===== config.mk =====
export PLATFORM = sky130hd
export DESIGN_NAME = barret_reduce_pipe
export DESIGN_NICKNAME = d
export VERILOG_FILES = /design/src/rtl/barret_reduce_pipe.sv
export SDC_FILE = /design/constraint.sdc
export NUM_CORES = 1
export LEC_CHECK = 0
export BUFFER_PORTS_ARGS = -buffer_cell sky130_fd_sc_hd__buf_4
export CORE_ASPECT_RATIO = 1.2
export CORE_MARGIN = 10
export CORE_UTILIZATION = 45
export DETAILED_ROUTE_END_ITERATION = 8
export PLACE_DENSITY = 0.62
export SKIP_LAST_GASP = 1
export SYNTH_ARGS = -nofsm -noshare
export SYNTH_HDL_FRONTEND = slang
export SYNTH_SLANG_ARGS = --single-unit
export TNS_END_PERCENT = 30

===== constraint.sdc =====
create_clock -name clk -period 4 [get_ports clk]
set_clock_uncertainty 0.05 [all_clocks]
set_input_delay 0.2 -clock clk [delete_from_list [all_inputs] [get_ports clk]]
set_output_delay 0.2 -clock clk [all_outputs]
set_load 0.01 [all_outputs]

===== src/rtl/barret_reduce_pipe.sv =====
// Pipelined Barrett reducer: dout_r = din_a mod Q for odd Q, 3-cycle latency, valid/ready with backpressure.
// Optional feature macro: BARRET_RANGE_CHK_EN adds out_oor (operand >= Q*Q), pipelined with the data.
module barret_reduce_pipe #(
  parameter int Q  = 877,
  parameter int QW = $clog2(Q),
  parameter int DW = 19,
  parameter int KW = 2 * QW
) (
  input  logic          clk,
  input  logic          rst,
  input  logic          in_valid,
  output logic          in_ready,
  input  logic [DW-1:0] din_a,
  output logic          out_valid,
  input  logic          out_ready,
  output logic [QW-1:0] dout_r
`ifdef BARRET_RANGE_CHK_EN
  ,
  output logic          out_oor
`endif
);

  localparam int PW = DW + KW;
  localparam int MW = DW + QW;
  localparam int TW = QW + 2;

  localparam logic [63:0] Q_64  = 64'(Q);
  localparam logic [63:0] MU_64 = (64'd1 << KW) / Q_64;
  localparam logic [KW-1:0] MU  = MU_64[KW-1:0];
  localparam logic [QW-1:0] Q_W = Q_64[QW-1:0];
  localparam logic [MW-1:0] Q_M = {{DW{1'b0}}, Q_W};
  localparam logic [TW-1:0] Q_T  = {2'b00, Q_W};
  localparam logic [TW-1:0] Q2_T = {1'b0, Q_W, 1'b0};

  // t < 3Q, so at most two subtractions of Q bring it into [0, Q-1]
  function automatic logic [QW-1:0] final_correct(input logic [TW-1:0] t);
    logic [TW-1:0] r;
    if (t >= Q2_T) begin
      r = t - Q2_T;
    end else if (t >= Q_T) begin
      r = t - Q_T;
    end else begin
      r = t;
    end
    return QW'(r);
  endfunction

  logic          v1_r, v2_r;
  logic [DW-1:0] x1_r;
  logic [PW-1:0] p1_r;
  logic [TW-1:0] t2_r;
  logic          stall_s, en1_s, en2_s, en3_s, in_xfer_s;
  logic [PW-1:0] p_s;
  logic [DW-1:0] q_est_s;
  logic [MW-1:0] qq_s;
  logic [TW-1:0] t_s;

  // A stage may load whenever it is empty or the stage after it moves, so bubbles collapse under stall
  assign stall_s   = out_valid & ~out_ready;
  assign en3_s     = ~stall_s;
  assign en2_s     = ~v2_r | en3_s;
  assign en1_s     = ~v1_r | en2_s;
  assign in_ready  = en3_s;
  assign in_xfer_s = in_valid & en3_s;

  assign p_s     = {{KW{1'b0}}, din_a} * {{DW{1'b0}}, MU};
  assign q_est_s = DW'(p1_r >> KW);
  assign qq_s    = {{QW{1'b0}}, q_est_s} * Q_M;
  assign t_s     = TW'({{QW{1'b0}}, x1_r} - qq_s);

`ifdef BARRET_RANGE_CHK_EN
  localparam logic [63:0] QQ_64 = Q_64 * Q_64;
  logic oor1_r, oor2_r;
  logic oor_s;
  assign oor_s = ({{(64-DW){1'b0}}, din_a} >= QQ_64);
`endif

  // Stage 1: operand and its product with MU
  always_ff @(posedge clk or posedge rst) begin
    if (rst) begin
      v1_r <= 1'b0;
      x1_r <= {DW{1'b0}};
      p1_r <= {PW{1'b0}};
`ifdef BARRET_RANGE_CHK_EN
      oor1_r <= 1'b0;
`endif
    end else if (en1_s) begin
      v1_r <= in_xfer_s;
      if (in_xfer_s) begin
        x1_r <= din_a;
        p1_r <= p_s;
`ifdef BARRET_RANGE_CHK_EN
        oor1_r <= oor_s;
`endif
      end
    end
  end

  // Stage 2: partial remainder t = x - floor(p / 2^k) * Q
  always_ff @(posedge clk or posedge rst) begin
    if (rst) begin
      v2_r <= 1'b0;
      t2_r <= {TW{1'b0}};
`ifdef BARRET_RANGE_CHK_EN
      oor2_r <= 1'b0;
`endif
    end else if (en2_s) begin
      v2_r <= v1_r;
      if (v1_r) begin
        t2_r <= t_s;
`ifdef BARRET_RANGE_CHK_EN
        oor2_r <= oor1_r;
`endif
      end
    end
  end

  // Stage 3: final correction into [0, Q-1]; held while the consumer stalls
  always_ff @(posedge clk or posedge rst) begin
    if (rst) begin
      out_valid <= 1'b0;
      dout_r    <= {QW{1'b0}};
`ifdef BARRET_RANGE_CHK_EN
      out_oor   <= 1'b0;
`endif
    end else if (en3_s) begin
      out_valid <= v2_r;
      if (v2_r) begin
        dout_r <= final_correct(t2_r);
`ifdef BARRET_RANGE_CHK_EN
        out_oor <= oor2_r;
`endif
      end
    end
  end

endmodule


==> After elaboration in Yosys (flattened, before gate mapping) <==
Cells that the tools add are included.
{ "totals": {"reg_bits": 67, "inputBits": 23, "out_inout_bits": 12, "elab_cells": 27} }
{ "classes": {"addsub": 3, "n_mul": 2, "n_lt_le_gt_ge": 2, "mux": 2, "bitwise": 8, "reduce_logical": 3} }
{ "op_table": {"columns": ["cell", "n"], "rows": [
  ["$mul A19 B11 Y30 const B", 1],
  ["$mux W10", 2],
  ["$sub A10 B10 Y10 const B", 2],
  ["$ge A12 B10 Y1 const B", 1],
  ["$ge A12 B11 Y1 const B", 1],
  ["$mul A10 B10 Y12 const B", 1],
  ["$sub A12 B12 Y12", 1],
  ["$reduce_and A2 Y1", 3],
  ["$not A1 Y1", 4],
  ["$and A1 B1 Y1", 2],
  ["$or A1 B1 Y1", 2]
]} }

==> Logic depth before layout (Yosys ltp) <==
Gate-level depths: netlist of run 1.
{ "logic_depth": {"ltp_word": 6, "mapped_depth": 17} }

==> Worst setup path after synthesis of run 1 <==
No wires, ideal clock.
{ "synth_path": {"path_kind": "input-to-reg", "startpoint": "in din_a[7]", "endpoint": "reg p1_r[29]", "t_arrival_ns": 4.428, "path_slack_ns": -0.610, "cell_stages": 15, "n_path_buf": 0, "path_cell_list": "ha_1 -> ha_1 -> fa_1 -> fa_1 -> inv_1 -> fa_1 -> inv_1 -> ha_1 -> a211o_1 -> a2111o_1 -> a2111o_1 -> a21oi_2 -> o21a_2 -> nor4b_1 -> or3_1"} }
{ "synth_via": {"elab_chain_len": 1} }
{ "synth_lines": {"columns": ["item", "line_no", "text"], "rows": [
  ["start: declaration", "13", "input logic [DW-1:0] din_a,"],
  ["$mul A19 B11 Y30", "66", "assign p_s = {{KW{1'b0}}, din_a} * {{DW{1'b0}}, MU};"],
  ["end signal: assignment", "83", "p1_r <= {PW{1'b0}};"],
  ["end signal: assignment", "91", "p1_r <= p_s;"],
  ["end: declaration", "50", "logic [PW-1:0] p1_r;"]
]} }
Every way passes these cells.
A chain may end at the register's enable or synchronous reset.

==> Worst setup path in the final report of run 1 <==
{ "layout_path": {"startpoint": "in din_a[8]", "endpoint": "reg p1_r[29]"} }
The elaborated chain is that of the path after synthesis.

==> impl_metrics.ini, run 1 <==
[status]
status = finished with violations
violations = negative setup slack

[worst_setup_path]
worstPathArrival_ns = 4.33
worstPathRequired_ns = 4.12
cp-end-kind = flop
critical_path_class = input port to flop
critPathMaxFanout = 4
critPathLaunchType = input port

[logic_synthesis]
synth_top_area_cell = ha_1
synth_simple_gate_area_share_pct = 7.05
synth_warnings = 0
synthMuxAreaShare_pct = 2.38
synth-edff-count = 0
synth-seq-area-share_pct = 15.9
ys_seq_elements = 47
synthFlopType = dfrtp_1
synth_top_family_by_area = adder cells
synth_compound_area_share_pct = 11.7
synthArstFlopShare_pct = 100
synthAdderAreaFrac_pct = 48.4
postSynthCellCount = 784
synth.distinct_cells = 54
synth_area_sq_mm = 0.00740
synthesis.nets = 1042
synth_xor_area_share_pct = 4.26
synthTopCellsByArea = ha_1 25%, fa_1 23%, dfrtp_1 16%, inv_1 9.5%, xnor2_1 3.1%
synth_top_area_share_pct = 25.2
syn_avg_cell_area_sq_um = 9.44

[min_path]
hp-class = input port to async pin

[timing]
min_period_ns = 4.21
worstMarginPinSlew_ns = 1.14
finalMaxSlewViolations = 0
rsz0062_at_grt = true
period_share_pct = 105
setup_ws_ns = -0.209
setup_viol = 7
max-slew-margin-rel_pct = 23.8
max_freq_mhz = 238
hold_viol = 0

[finish]
diodes = 0
fin_nets = 1147
instances_no_fill = 1102
final_common_cell = inv_1
area_delta_synth_final_pct = 22.6
final_cell_mix = 180 x inv_1, 120 x ha_1, 100 x buf_4
drive_above_1_share_pct = 20.6

[route]
ant_nets = 0
drc = 0
vias = 5427
wl_met3_microns = 330
wl_met2_microns = 8260
vias_per_cell = 4.92
detail_route.wl_per_cell_microns = 13.6
drtIter0Drc = 124
wl_microns = 15000
top_layer = met4
firstDrtPassIters = 4
drt-met1-wl_microns = 6080

[cts]
ctsHoldBuffers = 0
insertion_delay_ns = 0.29
cts_sinks = 47
clockBufferDepth = 2
htree_levels = 2
root_buffer = clkbuf_16
cts_buffers = 5
cts_tree = done
clk_pin_slew_worst_paths_ns = 0.07

[grt]
grt_pass1_vias = 5865
grt_max_degree = 48
grt_overflow_total = 0
grt_usage_pct = 14.3
antenna_found_initial = 0
grt_pass1_wl_microns = 26100

[die]
rows = 51
die_w_microns = 137
start_util_pct = 45.7
die_y_microns = 160
fp.coreArea_sq_mm = 0.0162
dieArea_sq_mm = 0.0220
top_level_ports = 35

[placement]
place_ws_ns = -0.674
hpwl_microns = 13000
port_buffers = 34
dp_cells = 1092
place.gp.congestion = 0.809

[flow_run]
drv_cap = 0
## through the flow
step	instance area [sq um]	utilization, %	hold slack [ns]	TNS [ns]
global route	9070	56.0	0.196	-2.23
detailed placement	8600	53.1	0.418	-4.84
CTS	8940	55.2	0.156	-1.21
global placement	8600	53.1	0.412	-4.32
floorplan	7560	-	0.282	-0.757
finish	9070	56.0	0.0964	-0.627
## routing by layer
metal  vias up  track usage, %
li1       2772               -
met1      2586            15.8
met2        49            27.5
met3        20            1.53
met4         0            4.17
met5         -               0
## path summary, 6_finish.rpt
kind	from	to	slack, ns	depth (start not counted)
worst max register to register	p1_r[21]	t2_r[9]	-0.01	17
min in group clk	out_ready	v2_r	0.18	4
max in group asynchronous	rst	p1_r[27]	3.17	2
worst max-delay path	din_a[8]	p1_r[29]	-0.21	17
worst min-delay path	rst	x1_r[9]	0.1	2
worst min register to register	dout_r[5]	dout_r[5]	0.43	2
## cells in the mapped netlist, types with 6 or more instances
master	number
xnor2_1	26
dfrtp_1	47
nand3_1	8
o21ai_1	27
nand2b_1	7
mux2_2	9
nand2_1	49
a21oi_1	29
nor2_1	21
clkbuf_1	10
o21ai_0	15
xor2_1	10
o31ai_1	9
inv_1	188
o211ai_1	8
fa_1	86
ha_1	149
a21o_1	8
nor3_1	6
a211oi_1	6
## area by class of cell
| class | count | area, sq um |
|---|---|---|
| clock buffer | 5 | 125 |
| clock inverter | 3 | 23.8 |
| fill | 1446 | 7130 |
| inverter | 189 | 709 |
| multi-input combinational | 535 | 5870 |
| sequential | 47 | 1180 |
| tap | 212 | 265 |
| timing repair buffer | 111 | 908 |
## registers in the layout, indices dropped and copies added (netlist names)
name / flops
dout_r: 10
out_valid: 1
p1_r: 10
t2_r: 12
v1_r: 1
v2_r: 1
x1_r: 12
## critical path: stages
cell	delay, ns
buf_12	0.11
ha_4	0.27
ha_4	0.19
fa_1	0.47
fa_1	0.55
inv_1	0.05
fa_1	0.48
inv_2	0.04
ha_4	0.15
buf_6	0.11
o21a_1	0.20
a2111o_1	0.42
a2111o_1	0.33
a21oi_2	0.21
o21a_2	0.17
nor4b_2	0.05
or3_1	0.32
## logic make-up (layout without fill, tap and decap cells)
| group | Yosys count | after routing |
|---|---|---|
| xor+xnor | 36 | 36 |
| fa+ha+maj | 235 | 235 |
| buf+inv | 202 | 308 |
| mux | 16 | 16 |
| flops | 47 | 47 |
| compound gates | 136 | 136 |
| simple gates | 112 | 112 |
## repair_timing
action / in CTS / in global routing
setup endpoints to repair: 11 / 13
gates resized for setup: 27 / 21
pin swaps: 34 / 19
buffers inserted: 2 / 0
Power of run 1 is not shown: default switching activity piles up to over one toggle a cycle in this logic, so the estimate is an artifact.
==> run 2, diff against run 1 <==
--- a/config.mk
+++ b/config.mk
@@ -8,9 +8,9 @@
 export BUFFER_PORTS_ARGS = -buffer_cell sky130_fd_sc_hd__buf_4
 export CORE_ASPECT_RATIO = 1.2
 export CORE_MARGIN = 10
-export CORE_UTILIZATION = 45
+export CORE_UTILIZATION = 55
 export DETAILED_ROUTE_END_ITERATION = 8
-export PLACE_DENSITY = 0.62
+export PLACE_DENSITY_LB_ADDON = 0.08
 export SKIP_LAST_GASP = 1
 export SYNTH_ARGS = -nofsm -noshare
 export SYNTH_HDL_FRONTEND = slang
==> impl_metrics.ini, run 2 (same netlist as run 1, synthesis figures left out) <==
[worst_setup_path]
critPathLaunchType = input port
worstPathArrival_ns = 4.34
cp-end-kind = flop
critical_path_class = input port to flop
critPathMaxFanout = 4
worstPathRequired_ns = 4.12

[grt]
grt_pass1_vias = 6052
grt_usage_pct = 17.3
grt_max_degree = 48
grt_pass1_wl_microns = 27200
grt_overflow_total = 0
antenna_found_initial = 0

[finish]
reg.largest.list = t2_r: 12 flops, x1_r: 12 flops
diodes = 0
fin_nets = 1144
area_delta_synth_final_pct = 21.9
final_common_cell = inv_1
drive_above_1_share_pct = 20.7
fin_area_sq_mm = 0.00903
instances_no_fill = 1054
final_cell_mix = 179 x inv_1, 116 x ha_1, 97 x buf_4

[cts]
clockBufferDepth = 2
cts_sinks = 47
root_buffer = clkbuf_16
cts_tree = done
insertion_delay_ns = 0.29
cts_buffers = 5
htree_levels = 2
clk_pin_slew_worst_paths_ns = 0.06

[status]
violations = negative setup slack
status = finished with violations

[route]
drtIter0Drc = 151
vias_per_cell = 5.36
detail_route.wl_per_cell_microns = 15.5
firstDrtPassIters = 4
wl_microns = 16400
drc = 0
vias = 5652
ant_nets = 0

[die]
dieArea_sq_mm = 0.0185
fp.coreArea_sq_mm = 0.0132
start_util_pct = 56.2
die_y_microns = 147
top_level_ports = 35
die_w_microns = 126
rows = 46

[timing]
hold_viol = 0
max-slew-margin-rel_pct = 24.8
finalMaxSlewViolations = 0
period_share_pct = 106
rsz0062_at_grt = true
min_period_ns = 4.23
max_freq_mhz = 237
setup_ws_ns = -0.226
worstMarginPinSlew_ns = 1.12
setup_viol = 7
tns_ns = -0.874

[placement]
dp_cells = 1046
place.gp.congestion = 0.933
port_buffers = 34
hpwl_microns = 13700
dpl_cell_area_sq_mm = 0.00853

[min_path]
hp-class = input port to async pin

[flow_run]
drv_cap = 0
run 2: changes by cell type in the layout (fill, tap and decap cells not counted), sizes merged:
cell	change
buf	-3
clkinv	+2
clkinvlp	-2
inv	-1
run 2: cell type report:
cell class / count / area (sq um)
clock buffer: 5 / 125
clock inverter: 2 / 13.8
fill: 1016 / 4150
inverter: 189 / 709
multi-input combinational: 535 / 5910
sequential: 47 / 1180
tap: 168 / 210
timing repair buffer: 108 / 882
run 2: final timing paths:
| check | from | end | slack, ns | cells past startpoint |
|---|---|---|---|---|
| setup / recovery | din_a[6] | p1_r[29] | -0.23 | 16 |
| hold / removal | rst | out_valid | 0.11 | 2 |
| setup reg to reg | p1_r[21] | t2_r[9] | -0.04 | 17 |
| hold reg to reg | dout_r[3] | dout_r[3] | 0.44 | 2 |
| max in group asynchronous | rst | t2_r[2] | 3.17 | 2 |
| min in group clk | out_ready | v1_r | 0.17 | 4 |
run 2: metal layers:
layer / vias up / track usage, % / part of all wire (%)
met4: 0 / 6.50 / 2.8
met3: 29 / 1.76 / 2.2
met2: 83 / 33.6 / 55
met5: - / 0 / 0
li1: 2762 / - / -
met1: 2778 / 18.6 / 40
run 2: stage by stage:
stage               utilization, %  setup WS, ns  hold WS, ns
finish                        68.5        -0.226        0.113
detailed placement            64.7        -0.750        0.430
global placement              64.7        -0.652        0.415
CTS                           67.4        -0.236        0.149
floorplan                        -        -0.220        0.282
global route                  68.5        -0.334        0.189
run 2: critical path: stages:
cell and delay, ns:
buf_12 0.11, ha_4 0.24, ha_4 0.27, fa_2 0.44, fa_1 0.51, inv_2 0.05, fa_2 0.56, inv_2 0.05
ha_4 0.15, a211o_1 0.29, a2111o_1 0.42, a2111o_1 0.33, a21oi_2 0.19, o21a_2 0.18, nor4b_2 0.05, or3_1 0.32
run 2: repair_timing:
action,in CTS,in global routing
setup endpoints to repair,12,14
pin swaps,14,12
hold buffers,0,0
buffers inserted,1,0
gates resized for setup,34,22
Power of run 2 is left out for the same reason.
==> run 3, diff against run 2 <==
--- a/config.mk
+++ b/config.mk
@@ -9,10 +9,10 @@
 export CORE_ASPECT_RATIO = 1.2
 export CORE_MARGIN = 10
 export CORE_UTILIZATION = 55
+export CTS_CLUSTER_DIAMETER = 100
 export DETAILED_ROUTE_END_ITERATION = 8
 export PLACE_DENSITY_LB_ADDON = 0.08
 export SKIP_LAST_GASP = 1
 export SYNTH_ARGS = -nofsm -noshare
 export SYNTH_HDL_FRONTEND = slang
 export SYNTH_SLANG_ARGS = --single-unit
-export TNS_END_PERCENT = 30
==> impl_metrics.ini, run 3 (same netlist as run 1, synthesis figures left out) <==
[route]
vias_per_cell = 5.39
drc = 0
drtIter0Drc = 277
firstDrtPassIters = 5
wl_met2_microns = 9400
ant_nets = 0
drt-met1-wl_microns = 6420
wl_microns = 16700
wl_met3_microns = 321
vias = 5713
detail_route.wl_per_cell_microns = 15.8
top_layer = met4

[timing]
max-slew-margin-rel_pct = 24.3
setup_viol = 6
worstMarginPinSlew_ns = 1.13
max_freq_mhz = 231
finalMaxSlewViolations = 0
rsz0062_at_grt = true
setup_ws_ns = -0.326
tns_ns = -1.22
period_share_pct = 108
hold_ws_ns = 0.0826
min_period_ns = 4.33
hold_viol = 0

[grt]
grt_overflow_total = 0
antenna_found_initial = 0
grt_pass1_vias = 6228
grt_usage_pct = 17.7
grt_pass1_wl_microns = 27700
grt_max_degree = 48

[placement]
place.gp.congestion = 0.881
dpl_cell_area_sq_mm = 0.00861
hpwl_microns = 14000
place_ws_ns = -0.610
port_buffers = 34

[min_path]
hp-class = input port to async pin

[die]
rows = 46
die_w_microns = 126
start_util_pct = 56.2
dieArea_sq_mm = 0.0185
fp.coreArea_sq_mm = 0.0132
top_level_ports = 35
die_y_microns = 147

[worst_setup_path]
crit_chain = buf_4 -> ha_4 -> ha_4 -> fa_1 -> fa_1 -> inv_1 -> fa_1 -> inv_2 -> ha_4 -> a211o_1 -> a2111o_1 -> a2111o_1 -> a21oi_2 -> o21a_2 -> nor4b_1 -> or3_1
cp_slowest_stage_delay_ns = 0.51
rr_worst_depth = 15
slowest_stage = fa_1
critical_path_class = input port to flop
cp-end-kind = flop
cp_num_cells = 16
worstPathArrival_ns = 4.45
crit_family = adder cells
path_buf_inv = 3
critPathMaxFanout = 5
worstPathRequired_ns = 4.12
critPathLaunchType = input port

[cts]
clk_pin_slew_worst_paths_ns = 0.06
clockBufferDepth = 2
cts_buffers = 5
htree_levels = 2
cts_sinks = 47
cts_tree = done
insertion_delay_ns = 0.30
ctsHoldBuffers = 0
root_buffer = clkbuf_16

[finish]
diodes = 0
final_cell_mix = 178 x inv_1, 108 x ha_1, 106 x buf_4
reg.largest.list = t2_r: 12 flops, x1_r: 12 flops
final_common_cell = inv_1
drive_above_1_share_pct = 23.4
fin_area_sq_mm = 0.00922
fin_nets = 1149
area_delta_synth_final_pct = 24.5

[flow_run]
drv_cap = 0

[status]
violations = negative setup slack
status = finished with violations
[run 3: changes by cell type in the layout (fill, tap and decap cells not counted), sizes merged]
cell / change
clkinvlp: +1
bufinv: +1
inv: +1
clkinv: -2
buf: +5
[run 3: area by class of cell]
type                       instances  area (sq um)
inverter                         189           709
clock buffer                       5           125
sequential                        47          1180
tap                              168           210
timing repair buffer             113           882
clock inverter                     3          46.3
multi-input combinational        535          6070
fill                             965          3960
[run 3: timing repair]
item / CTS / global route
gates cloned: 0 / 0
setup endpoints to repair: 8 / 14
pin swaps: 14 / 31
setup buffers: 0 / 4
gates resized for setup: 16 / 41
[run 3: worst paths after layout]
kind	start	endpoint	slack (ns)
setup / recovery	din_a[10]	p1_r[29]	-0.33
setup reg to reg	p1_r[25]	t2_r[11]	0.03
max in group asynchronous	rst	p1_r[21]	3.12
hold / removal	rst	v2_r	0.08
min in group clk	out_ready	v1_r	0.17
hold reg to reg	dout_r[0]	dout_r[0]	0.44
[run 3: per-layer routing]
layer  track usage (%)  vias up
li1                  -     2781
met1              18.2     2822
met2              35.1       74
met3              1.73       36
met4              6.78        0
met5                 0        -
[run 3: per-stage QoR]
stage / utilization, % / cells
after floorplan: - / 784
after global placement: 65.3 / 1048
after detailed placement: 65.3 / 1048
after CTS: 67.5 / 1056
after global routing: 69.9 / 1060
final: 69.9 / 1060
Power of run 3 is left out for the same reason.
